$ cat src/rtl/keycmd_pkg.sv
// Shared types and constants for the keypad command decoder.
// Token payload holds either a digit value or an opcode.
package keycmd_pkg;

   typedef enum logic [1:0] {
      DIGIT = 2'd0,
      OP    = 2'd1,
      ENTER = 2'd2,
      CLEAR = 2'd3
   } cmd_kind_t;

   localparam int PAYLOAD_W = 4;

   localparam logic [3:0] KEY_ADD    = 4'hA;
   localparam logic [3:0] KEY_SUB    = 4'hB;
   localparam logic [3:0] KEY_ENTER  = 4'hC;
   localparam logic [3:0] KEY_MUL    = 4'hD;
   localparam logic [3:0] KEY_CLEAR  = 4'hE;
   localparam logic [3:0] KEY_REPEAT = 4'hF;

   localparam logic [PAYLOAD_W-1:0] OP_NONE  = 4'd0;
   localparam logic [PAYLOAD_W-1:0] OP_ADD   = 4'd1;
   localparam logic [PAYLOAD_W-1:0] OP_SUB   = 4'd2;
   localparam logic [PAYLOAD_W-1:0] OP_ENTER = 4'd3;
   localparam logic [PAYLOAD_W-1:0] OP_MUL   = 4'd4;

   typedef struct packed {
      cmd_kind_t              kind;
      logic [PAYLOAD_W-1:0]   payload;
   } token_t;

endpackage

$ cat src/rtl/keycmd_fifo.sv
// Power-of-two token FIFO with a flush-and-load-one operation.
// flush_load overrides push/pop: storage restarts holding only din.
module keycmd_fifo #(
   parameter int DEPTH = 4,
   parameter int W     = 6
) (
   input  logic                      clk,
   input  logic                      nrst,
   input  logic                      push,
   input  logic                      pop,
   input  logic                      flush_load,
   input  logic [W-1:0]              din,
   output logic [W-1:0]              head,
   output logic [$clog2(DEPTH):0]    count
);
   localparam int AW = $clog2(DEPTH);

   logic [W-1:0]  mem_q [DEPTH];
   logic [AW-1:0] rd_ptr_q, rd_ptr_d;
   logic [AW-1:0] wr_ptr_q, wr_ptr_d;
   logic [AW:0]   count_q, count_d;
   logic          wr_en_s;
   logic [AW-1:0] wr_addr_s;

   // Next pointer/count state and write enable.
   always_comb begin
      rd_ptr_d  = rd_ptr_q;
      wr_ptr_d  = wr_ptr_q;
      count_d   = count_q;
      wr_en_s   = 1'b0;
      wr_addr_s = wr_ptr_q;
      if (flush_load) begin
         wr_en_s   = 1'b1;
         wr_addr_s = '0;
         rd_ptr_d  = '0;
         wr_ptr_d  = AW'(1);
         count_d   = (AW+1)'(1);
      end else begin
         if (push) begin
            wr_en_s  = 1'b1;
            wr_ptr_d = wr_ptr_q + AW'(1);
         end else begin
            wr_en_s  = 1'b0;
         end
         if (pop) begin
            rd_ptr_d = rd_ptr_q + AW'(1);
         end else begin
            rd_ptr_d = rd_ptr_q;
         end
         case ({push, pop})
            2'b10:   count_d = count_q + (AW+1)'(1);
            2'b01:   count_d = count_q - (AW+1)'(1);
            default: count_d = count_q;
         endcase
      end
   end

   // Pointer and occupancy registers.
   always_ff @(posedge clk or negedge nrst) begin
      if (!nrst) begin
         rd_ptr_q <= '0;
         wr_ptr_q <= '0;
         count_q  <= '0;
      end else begin
         rd_ptr_q <= rd_ptr_d;
         wr_ptr_q <= wr_ptr_d;
         count_q  <= count_d;
      end
   end

   // Token storage; contents are meaningless outside the occupied window.
   always_ff @(posedge clk) begin
      if (wr_en_s) begin
         mem_q[wr_addr_s] <= din;
      end
   end

   assign head  = mem_q[rd_ptr_q];
   assign count = count_q;

endmodule

$ cat src/rtl/keycode_cmd_decoder.sv
// Keypad keycode to command-token decoder feeding a valid/ready token FIFO.
// Define KEYCMD_REPEAT_EN to make key 0xF re-issue the last result opcode.
module keycode_cmd_decoder #(
   parameter int DEPTH = 4,
   parameter int OP_W  = 3
) (
   input  logic                       clk,
   input  logic                       nrst,
   input  logic                       key_strobe,
   input  logic [3:0]                 key_code,
   output logic                       cmd_valid,
   input  logic                       cmd_ready,
   output logic [1:0]                 cmd_kind,
   output logic [3:0]                 cmd_digit,
   output logic [OP_W-1:0]            cmd_op,
   output logic                       cmd_is_result,
   output logic                       overflow,
   output logic [OP_W-1:0]            last_op,
   output logic [$clog2(DEPTH):0]     fifo_count
);
   import keycmd_pkg::*;

   localparam int CW = $clog2(DEPTH) + 1;

   token_t          tok_s;
   token_t          head_s;
   logic            cand_s;
   logic            is_clear_s;
   logic            pop_s;
   logic            full_s;
   logic            accept_s;
   logic [CW-1:0]   count_s;
   logic            overflow_q, overflow_d;
   logic [OP_W-1:0] last_op_q, last_op_d;

   // Keycode decode into a candidate token.
   always_comb begin
      tok_s.kind    = DIGIT;
      tok_s.payload = '0;
      cand_s        = 1'b0;
      is_clear_s    = 1'b0;
      if (key_strobe) begin
         case (key_code)
            KEY_ADD:   begin tok_s.kind = OP;    tok_s.payload = OP_ADD;   cand_s = 1'b1; end
            KEY_SUB:   begin tok_s.kind = OP;    tok_s.payload = OP_SUB;   cand_s = 1'b1; end
            KEY_ENTER: begin tok_s.kind = ENTER; tok_s.payload = OP_ENTER; cand_s = 1'b1; end
            KEY_MUL:   begin tok_s.kind = OP;    tok_s.payload = OP_MUL;   cand_s = 1'b1; end
            KEY_CLEAR: begin tok_s.kind = CLEAR; is_clear_s = 1'b1; end
            KEY_REPEAT: begin
`ifdef KEYCMD_REPEAT_EN
               if (last_op_q != '0) begin
                  tok_s.kind    = OP;
                  tok_s.payload = PAYLOAD_W'(last_op_q);
                  cand_s        = 1'b1;
               end else begin
                  cand_s        = 1'b0;
               end
`else
               cand_s = 1'b0;
`endif
            end
            default: begin tok_s.kind = DIGIT; tok_s.payload = key_code; cand_s = 1'b1; end
         endcase
      end else begin
         cand_s = 1'b0;
      end
   end

   // A full FIFO still accepts a push when the head leaves in the same cycle.
   assign pop_s    = (count_s != '0) && cmd_ready;
   assign full_s   = (count_s == CW'(DEPTH));
   assign accept_s = cand_s && (!full_s || pop_s);

   // Overflow pulse and last result opcode tracking.
   always_comb begin
      overflow_d = cand_s && !accept_s;
      if (accept_s && (tok_s.kind == OP)) begin
         last_op_d = OP_W'(tok_s.payload);
      end else begin
         last_op_d = last_op_q;
      end
   end

   // Status registers.
   always_ff @(posedge clk or negedge nrst) begin
      if (!nrst) begin
         overflow_q <= 1'b0;
         last_op_q  <= '0;
      end else begin
         overflow_q <= overflow_d;
         last_op_q  <= last_op_d;
      end
   end

   keycmd_fifo #(
      .DEPTH (DEPTH),
      .W     ($bits(token_t))
   ) u_fifo (
      .clk        (clk),
      .nrst       (nrst),
      .push       (accept_s),
      .pop        (pop_s),
      .flush_load (is_clear_s),
      .din        (tok_s),
      .head       (head_s),
      .count      (count_s)
   );

   // Head presentation; everything reads zero while empty.
   always_comb begin
      cmd_valid     = 1'b0;
      cmd_kind      = 2'd0;
      cmd_digit     = 4'd0;
      cmd_op        = '0;
      cmd_is_result = 1'b0;
      if (count_s != '0) begin
         cmd_valid = 1'b1;
         cmd_kind  = head_s.kind;
         case (head_s.kind)
            DIGIT:   cmd_digit = head_s.payload;
            OP:      begin cmd_op = OP_W'(head_s.payload); cmd_is_result = 1'b1; end
            ENTER:   cmd_op = OP_W'(head_s.payload);
            default: cmd_digit = 4'd0;
         endcase
      end else begin
         cmd_valid = 1'b0;
      end
   end

   assign overflow   = overflow_q;
   assign last_op    = last_op_q;
   assign fifo_count = count_s;

endmodule

$ cat config.mk
export PLATFORM = sky130hd
export DESIGN_NAME = keycode_cmd_decoder
export DESIGN_NICKNAME = d
export VERILOG_FILES = /design/src/rtl/keycmd_pkg.sv /design/src/rtl/keycmd_fifo.sv /design/src/rtl/keycode_cmd_decoder.sv
export SDC_FILE = /design/constraint.sdc
export NUM_CORES = 1
export LEC_CHECK = 0
export ABC_AREA = 1
export CORE_MARGIN = 10
export CORE_UTILIZATION = 30
export CTS_CLUSTER_DIAMETER = 50
export DETAILED_ROUTE_END_ITERATION = 10
export PLACE_DENSITY = 0.61
export SETUP_SLACK_MARGIN = 0.1
export SLEW_MARGIN = 20
export SYNTH_ARGS = -nofsm -noshare
export SYNTH_HDL_FRONTEND = slang
export SYNTH_SLANG_ARGS = --single-unit
$ cat constraint.sdc
create_clock -name clk -period 1.9 [get_ports clk]
set_input_delay 0.475 -clock clk [delete_from_list [all_inputs] [get_ports clk]]
set_output_delay 0.475 -clock clk [all_outputs]
set_load 0.005 [all_outputs]
==> flow_summary_export.csv, run 1 <==
group,metric,value,unit
setup_path,slowest_delay,0.41,ns
setup_path,cp_slowest_cell,"dfrtp_2",
synthesis,synth_nets,188,
worst_hold_path,min_to,"last_op[2]$_DFFE_PN0P_",
sta,rsz0062_at_grt,"yes",
synthesis,synth_cells,177,
setup_path,reg2reg_from,"u_fifo.count[1]$_DFFE_PN0P_",
synthesis,synthTopCellsByCount,"nand2_1 (52), edfxtp_1 (24), nor2_1 (20)",
setup_path,path_class,"reg -> out",
global_route,grt_max_degree,13,
sta,timing.final.ws_setup,-0.280,ns
setup_path,setup.worst_path.end_class,"primary output",
outcome,violations,"setup timing",
setup_path,cpLargestDelayFamily,"flip-flops",
drt,via_count,1478,
synthesis,yosys.area.top_type_share,42.2,%
setup_path,path_buf_inv,2,
synthesis,synth_area_leaders,"edfxtp_1 (42%), dfrtp_1 (16%), nand2_1 (11%)",
job,cap_violations,0,
clocking,root_buffer,"clkbuf_8",
sta,finClkSkew,0.00449,ns
clocking,cts_sinks,35,
synthesis,synthArstFlopShare,31.4,%
clocking,clk_pin_slew,0.07,ns
placement,routabilityCongestion,0.864,
synthesis,avgSynthCellArea,9.65,µm²
synthesis,synth_cell_type_count,26,
synthesis,ys_warn_count,0,
sta,fin_crit,2.18,ns
clocking,postCtsHoldBufs,0,
setup_path,crit_required,1.42,ns
placement,hpwl,3120,µm
final_layout,stdcell_area,0.00261,mm²
pwr,total_power,4020,µW
floorplanning,fp.dieW,95.5,µm
setup_path,arrival,1.71,ns
worst_hold_path,holdCritStartpoint,"last_op[2]$_DFFE_PN0P_",
synthesis,synthMuxAreaShare,0,%
pwr,p_sw,1460,µW
global_route,grt_use_total,9.35,%
final_layout,drive_gt1_share,41.8,%
pwr,p_comb_share,55.1,%
setup_path,rrSetupSlack,0.21,ns
clocking,cts_tree,"built",
drt,drt_iter0_drc,56,
synthesis,synthFlopType,"edfxtp_1",
drt,drc,0,
synthesis,post_synth_fa_ha_maj_area_fraction,2.64,%
floorplanning,die_h,95.5,µm
clocking,h-tree-depth,2,
pwr,p_leak,0.00122,µW
final_layout,fillers,516,
placement,post_dp_cell_area,0.00235,mm²
global_route,grt_pass1_vias,1462,
synthesis,yosysMostFrequentCell,"nand2_1",
worst_hold_path,hold_path.class,"reg -> reg",
drt,wl_per_cell,12.6,µm
global_route,overflow,0,
sta,hold_violations,0,
synthesis,synth_compound_area_share,8.86,%
global_route,antenna_found_initial,0,
final_layout,antenna_cells,0,
setup_path,path_cells,"buf_4 -> nand2_1 -> a32o_2 -> ha_4 -> nand2_4 -> nor2_1 -> buf_2",
placement,numPortBuffers,25,
floorplanning,start_util,31.0,%
sta,worstMarginPinSlew,0.589,ns
synthesis,synth_top_family_by_area,"simple AND/OR/NAND/NOR gates",
floorplanning,rows,27,
setup_path,critPathMaxFanout,4,
pwr,power_frac_clock,16.5,%
sta,setup_viol,10,
pwr,irDropWorstVdd,675,µV
synthesis,synthSimpleGateAreaFrac,24.6,%
sta,slew_viol_final,0,
floorplanning,core-area,0.00551,mm²
synthesis,yosys.area.top_type,"edfxtp_1",
outcome,outcome,"finished with violations",
pwr,p_int,2570,µW
floorplanning,die_area,0.00911,mm²
synthesis,synth-edff-count,24,
synthesis,syn_area,0.00171,mm²
global_route,grt_pass1_wl,6710,µm
floorplanning,ios,26,
setup_path,r2r-end,"u_fifo.count[2]$_DFFE_PN0P_",
setup_path,timing.reg2reg.worst_path_depth,10,
pwr,switching_share,36.2,%
drt,first_pass_iters,4,
clocking,clk-insertion-delay-late,0.29,ns
drt,drt_wl_total,4120,µm
synthesis,synth_xor_area_share,1.03,%
setup_path,cp-start-kind,"flop",
drt,ant_nets,0,
final_layout,syn_to_final_growth,52.9,%
synthesis,ys_ff_latch,35,
sta,fmaxAchievable,459,MHz
pwr,p_per_area,1540,mW/mm²
pwr,p_seq_share,28.4,%
worst_hold_path,worstHoldPathCells,2,
clocking,numCtsBuffers,5,
sta,min_period_over_period,115,%
drt,viasPerCell,4.51,
clocking,cts_max_path_buffers,2,
sta,maxSlewHeadroom,60.6,%
final_layout,fin_nets,266,
synthesis,seq_area_frac_synth,58.3,%
## area by class of cell
class                           instances  area (µm²)  area share [%]
Sequential cell                        35         997            38.2
Inverter                               14        55.1            2.11
Timing Repair Buffer                   75         607            23.2
Tap cell                               72        90.1            3.45
Multi-Input combinational cell        124         749            28.7
Clock inverter                          3        43.8            1.68
Clock buffer                            5        68.8            2.64
## per-layer routing
layer	track usage [%]	vias up	part of all wire (%)	wire length [µm]
li1	-	753	-	-
met1	11.3	677	46	1880
met2	14.7	36	46	1910
met3	2.99	12	5.6	233
met4	4.79	0	2.5	104
met5	0	-	0	0
## worst max-delay path by stage
| stage | startpoint | to | cells after the start |
|---|---|---|---|
| floorplan | u_fifo.rd_ptr_q[0]$_DFFE_PN0P_ | cmd_op[0] | 6 |
| global placement | u_fifo.rd_ptr_q[0]$_DFFE_PN0P_ | cmd_op[1] | 8 |
| detailed placement | u_fifo.rd_ptr_q[0]$_DFFE_PN0P_ | cmd_op[1] | 8 |
| CTS | u_fifo.rd_ptr_q[0]$_DFFE_PN0P_ | cmd_op[0] | 8 |
| global route | u_fifo.rd_ptr_q[0]$_DFFE_PN0P_ | cmd_op[2] | 7 |
| finish | u_fifo.rd_ptr_q[0]$_DFFE_PN0P_ | cmd_op[2] | 7 |
## cell usage in the layout (no fill, tap or decap), drive strengths merged
| cell type | instances |
|---|---|
| a21oi | 11 |
| clkinv | 2 |
| bufinv | 1 |
| nor3 | 2 |
| dlymetal6s2s | 1 |
| o21bai | 1 |
| a32oi | 1 |
| xor2 | 1 |
| buf | 60 |
| dfrtp | 11 |
| dlygate4sd2 | 7 |
| clkdlybuf4s50 | 7 |
| nand2 | 59 |
| inv | 14 |
| nand4 | 2 |
| ha | 2 |
| fa | 1 |
| nand3 | 9 |
| nor2 | 22 |
| edfxtp | 24 |
| clkbuf | 5 |
| a32o | 4 |
| xnor2 | 1 |
| o21ai | 8 |
## metrics by stage
stage | TNS [ns] | instances | util (%) | hold slack (ns) | setup WS, ns
after detailed placement | -10.92 | 312 | 42.6 | 0.509 | -0.512
after global routing | -2.86 | 328 | 47.4 | 0.580 | -0.366
after CTS | -2.06 | 325 | 45.9 | 0.539 | -0.296
after global placement | -9.58 | 312 | 42.6 | 0.508 | -0.460
after floorplan | 0 | 177 | - | 0.179 | 0.103
final | -1.97 | 328 | 47.4 | 0.532 | -0.280
## sequential cells by signal (all words and copies together) (netlist names)
signal and flops:
u_fifo.mem_q 24, last_op 3, u_fifo.count 3, u_fifo.rd_ptr_q 2
u_fifo.wr_ptr_q 2, overflow 1
## power by group through the flow
| stage | registers [µW] | logic (µW) | clock network (µW) |
|---|---|---|---|
| after floorplan | 1140 | 857 | 0 |
| after global placement | 1140 | 1830 | 0 |
| after detailed placement | 1140 | 1860 | 0 |
| after CTS | 1140 | 2030 | 678 |
| after global routing | 1160 | 2450 | 708 |
| final | 1140 | 2220 | 663 |
## cell families (layout without fill, tap and decap cells)
kind of cell    after synthesis  in the layout
simple gates                 94             94
flops                        35             35
compound gates               25             25
buf+inv                      18             97
fa+ha+maj                     3              3
xor+xnor                      2              2
## timing repair
action | in CTS | in global routing
endpoints found under the setup margin | 30 | 17
setup buffers | 5 | 4
gates resized for setup | 73 | 14
endpoints found under the hold margin | 0 | 0
pin swaps | 12 | 13
## worst reg2reg max path, delay by kind of cell, from the launching register on
family / cells / cell delay, ns
DFF: 1 / 0.42
and+or+nand+nor: 6 / 0.50
buffers and inverters: 1 / 0.05
xor gates and xnor gates: 1 / 0.15
adders and majority gates: 1 / 0.35
AOI/OAI and AO/OA: 1 / 0.13
No activity file was read; power rests on OpenSTA's default activity.
==> run 2: changes to the inputs <==
--- a/config.mk
+++ b/config.mk
@@ -12,7 +12,6 @@
 export DETAILED_ROUTE_END_ITERATION = 10
 export PLACE_DENSITY = 0.61
 export SETUP_SLACK_MARGIN = 0.1
-export SLEW_MARGIN = 20
 export SYNTH_ARGS = -nofsm -noshare
 export SYNTH_HDL_FRONTEND = slang
 export SYNTH_SLANG_ARGS = --single-unit
==> results of run 2 <==
Final layout, timing and power as in run 1 (identical DEF).
==> run 3: changes to the inputs <==
--- a/config.mk
+++ b/config.mk
@@ -12,6 +12,7 @@
 export DETAILED_ROUTE_END_ITERATION = 10
 export PLACE_DENSITY = 0.61
 export SETUP_SLACK_MARGIN = 0.1
+export SKIP_LAST_GASP = 1
 export SYNTH_ARGS = -nofsm -noshare
 export SYNTH_HDL_FRONTEND = slang
 export SYNTH_SLANG_ARGS = --single-unit
==> flow_summary_export.csv, run 3 (synthesis results as in run 1) <==
group,metric,value,unit
outcome,outcome,"finished with violations",
outcome,violations,"setup timing",
global_route,use_met1,11.2,%
clocking,cts_max_path_buffers,2,
setup_path,critPathMaxFanout,6,
clocking,cts_tree,"built",
pwr,total_power,4020,µW
global_route,overflow,0,
global_route,antenna_found_initial,0,
sta,timing.final.ws_setup,-0.284,ns
floorplanning,fp.dieW,95.5,µm
drt,drc,0,
final_layout,final_cell_count_no_fill,327,
floorplanning,rows,27,
placement,routabilityCongestion,0.864,
worst_hold_path,hold_path.class,"reg -> reg",
sta,slew_viol_final,0,
clocking,h-tree-depth,2,
setup_path,crit_required,1.42,ns
global_route,met3_usage,2.99,%
drt,drt_wl_total,4110,µm
sta,rsz0062_at_grt,"yes",
global_route,grt_use_met2,14.7,%
drt,wl_per_cell,12.6,µm
sta,setup_tns,-2.05,ns
global_route,grt_busiest_layer,"met2",
setup_path,reg2reg_from,"u_fifo.count[1]$_DFFE_PN0P_",
final_layout,regMostFlops,"u_fifo.mem_q",
clocking,numCtsBuffers,5,
drt,first_pass_iters,4,
final_layout,mostFrequentLayoutCells,"nand2_1 (45), buf_4 (43), edfxtp_1 (24), nor2_1 (15), dfrtp_1 (10)",
final_layout,fin_nets,265,
setup_path,rrSetupSlack,0.21,ns
final_layout,fillers,516,
setup_path,cp-start-kind,"flop",
placement,post_dp_cell_area,0.00235,mm²
pwr,p_per_area,1540,mW/mm²
final_layout,antenna_cells,0,
job,cap_violations,0,
sta,min_period_over_period,115,%
floorplanning,die_h,95.5,µm
floorplanning,start_util,31.0,%
clocking,cts_sinks,35,
floorplanning,ios,26,
sta,setup_viol,10,
setup_path,r2r-end,"u_fifo.count[2]$_DFFE_PN0P_",
sta,fin_crit,2.18,ns
worst_hold_path,min_to,"last_op[2]$_DFFE_PN0P_",
floorplanning,die_area,0.00911,mm²
placement,dp_cells,312,
final_layout,largest_reg_flops,24,
sta,maxSlewHeadroom,60.9,%
global_route,grt_pass1_vias,1461,
final_layout,syn_to_final_growth,52.7,%
clocking,root_buffer,"clkbuf_8",
pwr,p_leak,0.00123,µW
drt,viasPerCell,4.49,
floorplanning,core-area,0.00551,mm²
worst_hold_path,holdCritStartpoint,"last_op[2]$_DFFE_PN0P_",
pwr,irDropWorstVdd,742,µV
sta,fmaxAchievable,458,MHz
global_route,grt_max_degree,13,
sta,finClkSkew,0.00444,ns
global_route,grt_use_total,9.32,%
setup_path,setup.worst_path.end_class,"primary output",
final_layout,final_common_cell,"nand2_1",
clocking,clk-insertion-delay-late,0.29,ns
setup_path,path_class,"reg -> out",
sta,hold_violations,0,
clocking,clk_pin_slew,0.07,ns
final_layout,stdcell_area,0.00261,mm²
worst_hold_path,worstHoldPathCells,2,
global_route,grt_pass1_wl,6690,µm
setup_path,arrival,1.71,ns
final_layout,final_util,47.4,%
placement,hpwl,3120,µm
sta,worstMarginPinSlew,0.585,ns
final_layout,drive_gt1_share,42.0,%
setup_path,timing.reg2reg.worst_path_depth,10,
placement,numPortBuffers,25,
drt,drt_iter0_drc,46,
drt,ant_nets,0,
drt,via_count,1468,
[run 3: layout make-up]
class                           count  area [µm²]  area share, %
Multi-Input combinational cell    124         747           28.6
Clock buffer                        5        68.8           2.64
Tap cell                           72        90.1           3.45
Inverter                           14        55.1           2.11
Clock inverter                      3        43.8           1.68
Timing Repair Buffer               74         607           23.3
Sequential cell                    35         997           38.2
[run 3: routing by layer]
metal / part of all wire (%) / wire length [µm]
met1: 46 / 1880
met2: 46 / 1900
met3: 5.9 / 241
met4: 2.2 / 91
met5: 0 / 0
[run 3: report_power, final]
| group | switching [µW] | total, µW | internal [µW] |
|---|---|---|---|
| Clock | 273 | 663 | 390 |
| Combinational | 1070 | 2210 | 1140 |
| Sequential | 114 | 1150 | 1030 |
| Total | 1450 | 4020 | 2560 |
[run 3: critical path: stages (launching register included)]
cell and delay, ns:
dfrtp_2 0.44, inv_4 0.11, nand2_2 0.05, a32o_2 0.29, ha_4 0.28, nand2_4 0.06, nor2_1 0.08, buf_2 0.12
[run 3: worst max path at each step]
| stage | from | endpoint |
|---|---|---|
| 2_1_floorplan | u_fifo.rd_ptr_q[0]$_DFFE_PN0P_ | cmd_op[0] |
| 3_3_place_gp | u_fifo.rd_ptr_q[0]$_DFFE_PN0P_ | cmd_op[1] |
| 3_5_place_dp | u_fifo.rd_ptr_q[0]$_DFFE_PN0P_ | cmd_op[1] |
| 4_1_cts | u_fifo.rd_ptr_q[0]$_DFFE_PN0P_ | cmd_op[0] |
| 5_1_grt | u_fifo.rd_ptr_q[0]$_DFFE_PN0P_ | cmd_op[2] |
| 6_report | u_fifo.rd_ptr_q[0]$_DFFE_PN0P_ | cmd_op[2] |
[run 3: stage by stage]
| stage | setup slack, ns | hold slack [ns] |
|---|---|---|
| final | -0.284 | 0.532 |
| after CTS | -0.304 | 0.539 |
| after global placement | -0.460 | 0.508 |
| after global routing | -0.366 | 0.578 |
| after detailed placement | -0.512 | 0.509 |
| after floorplan | 0.103 | 0.179 |
[run 3: timing repair]
| item | in CTS | in global routing |
|---|---|---|
| resized for setup | 68 | 19 |
| setup buffers | 5 | 3 |
| setup endpoints to repair | 30 | 19 |
| hold endpoints to repair | 0 | 0 |
| hold buffers | 0 | 0 |
| pin swaps | 11 | 13 |
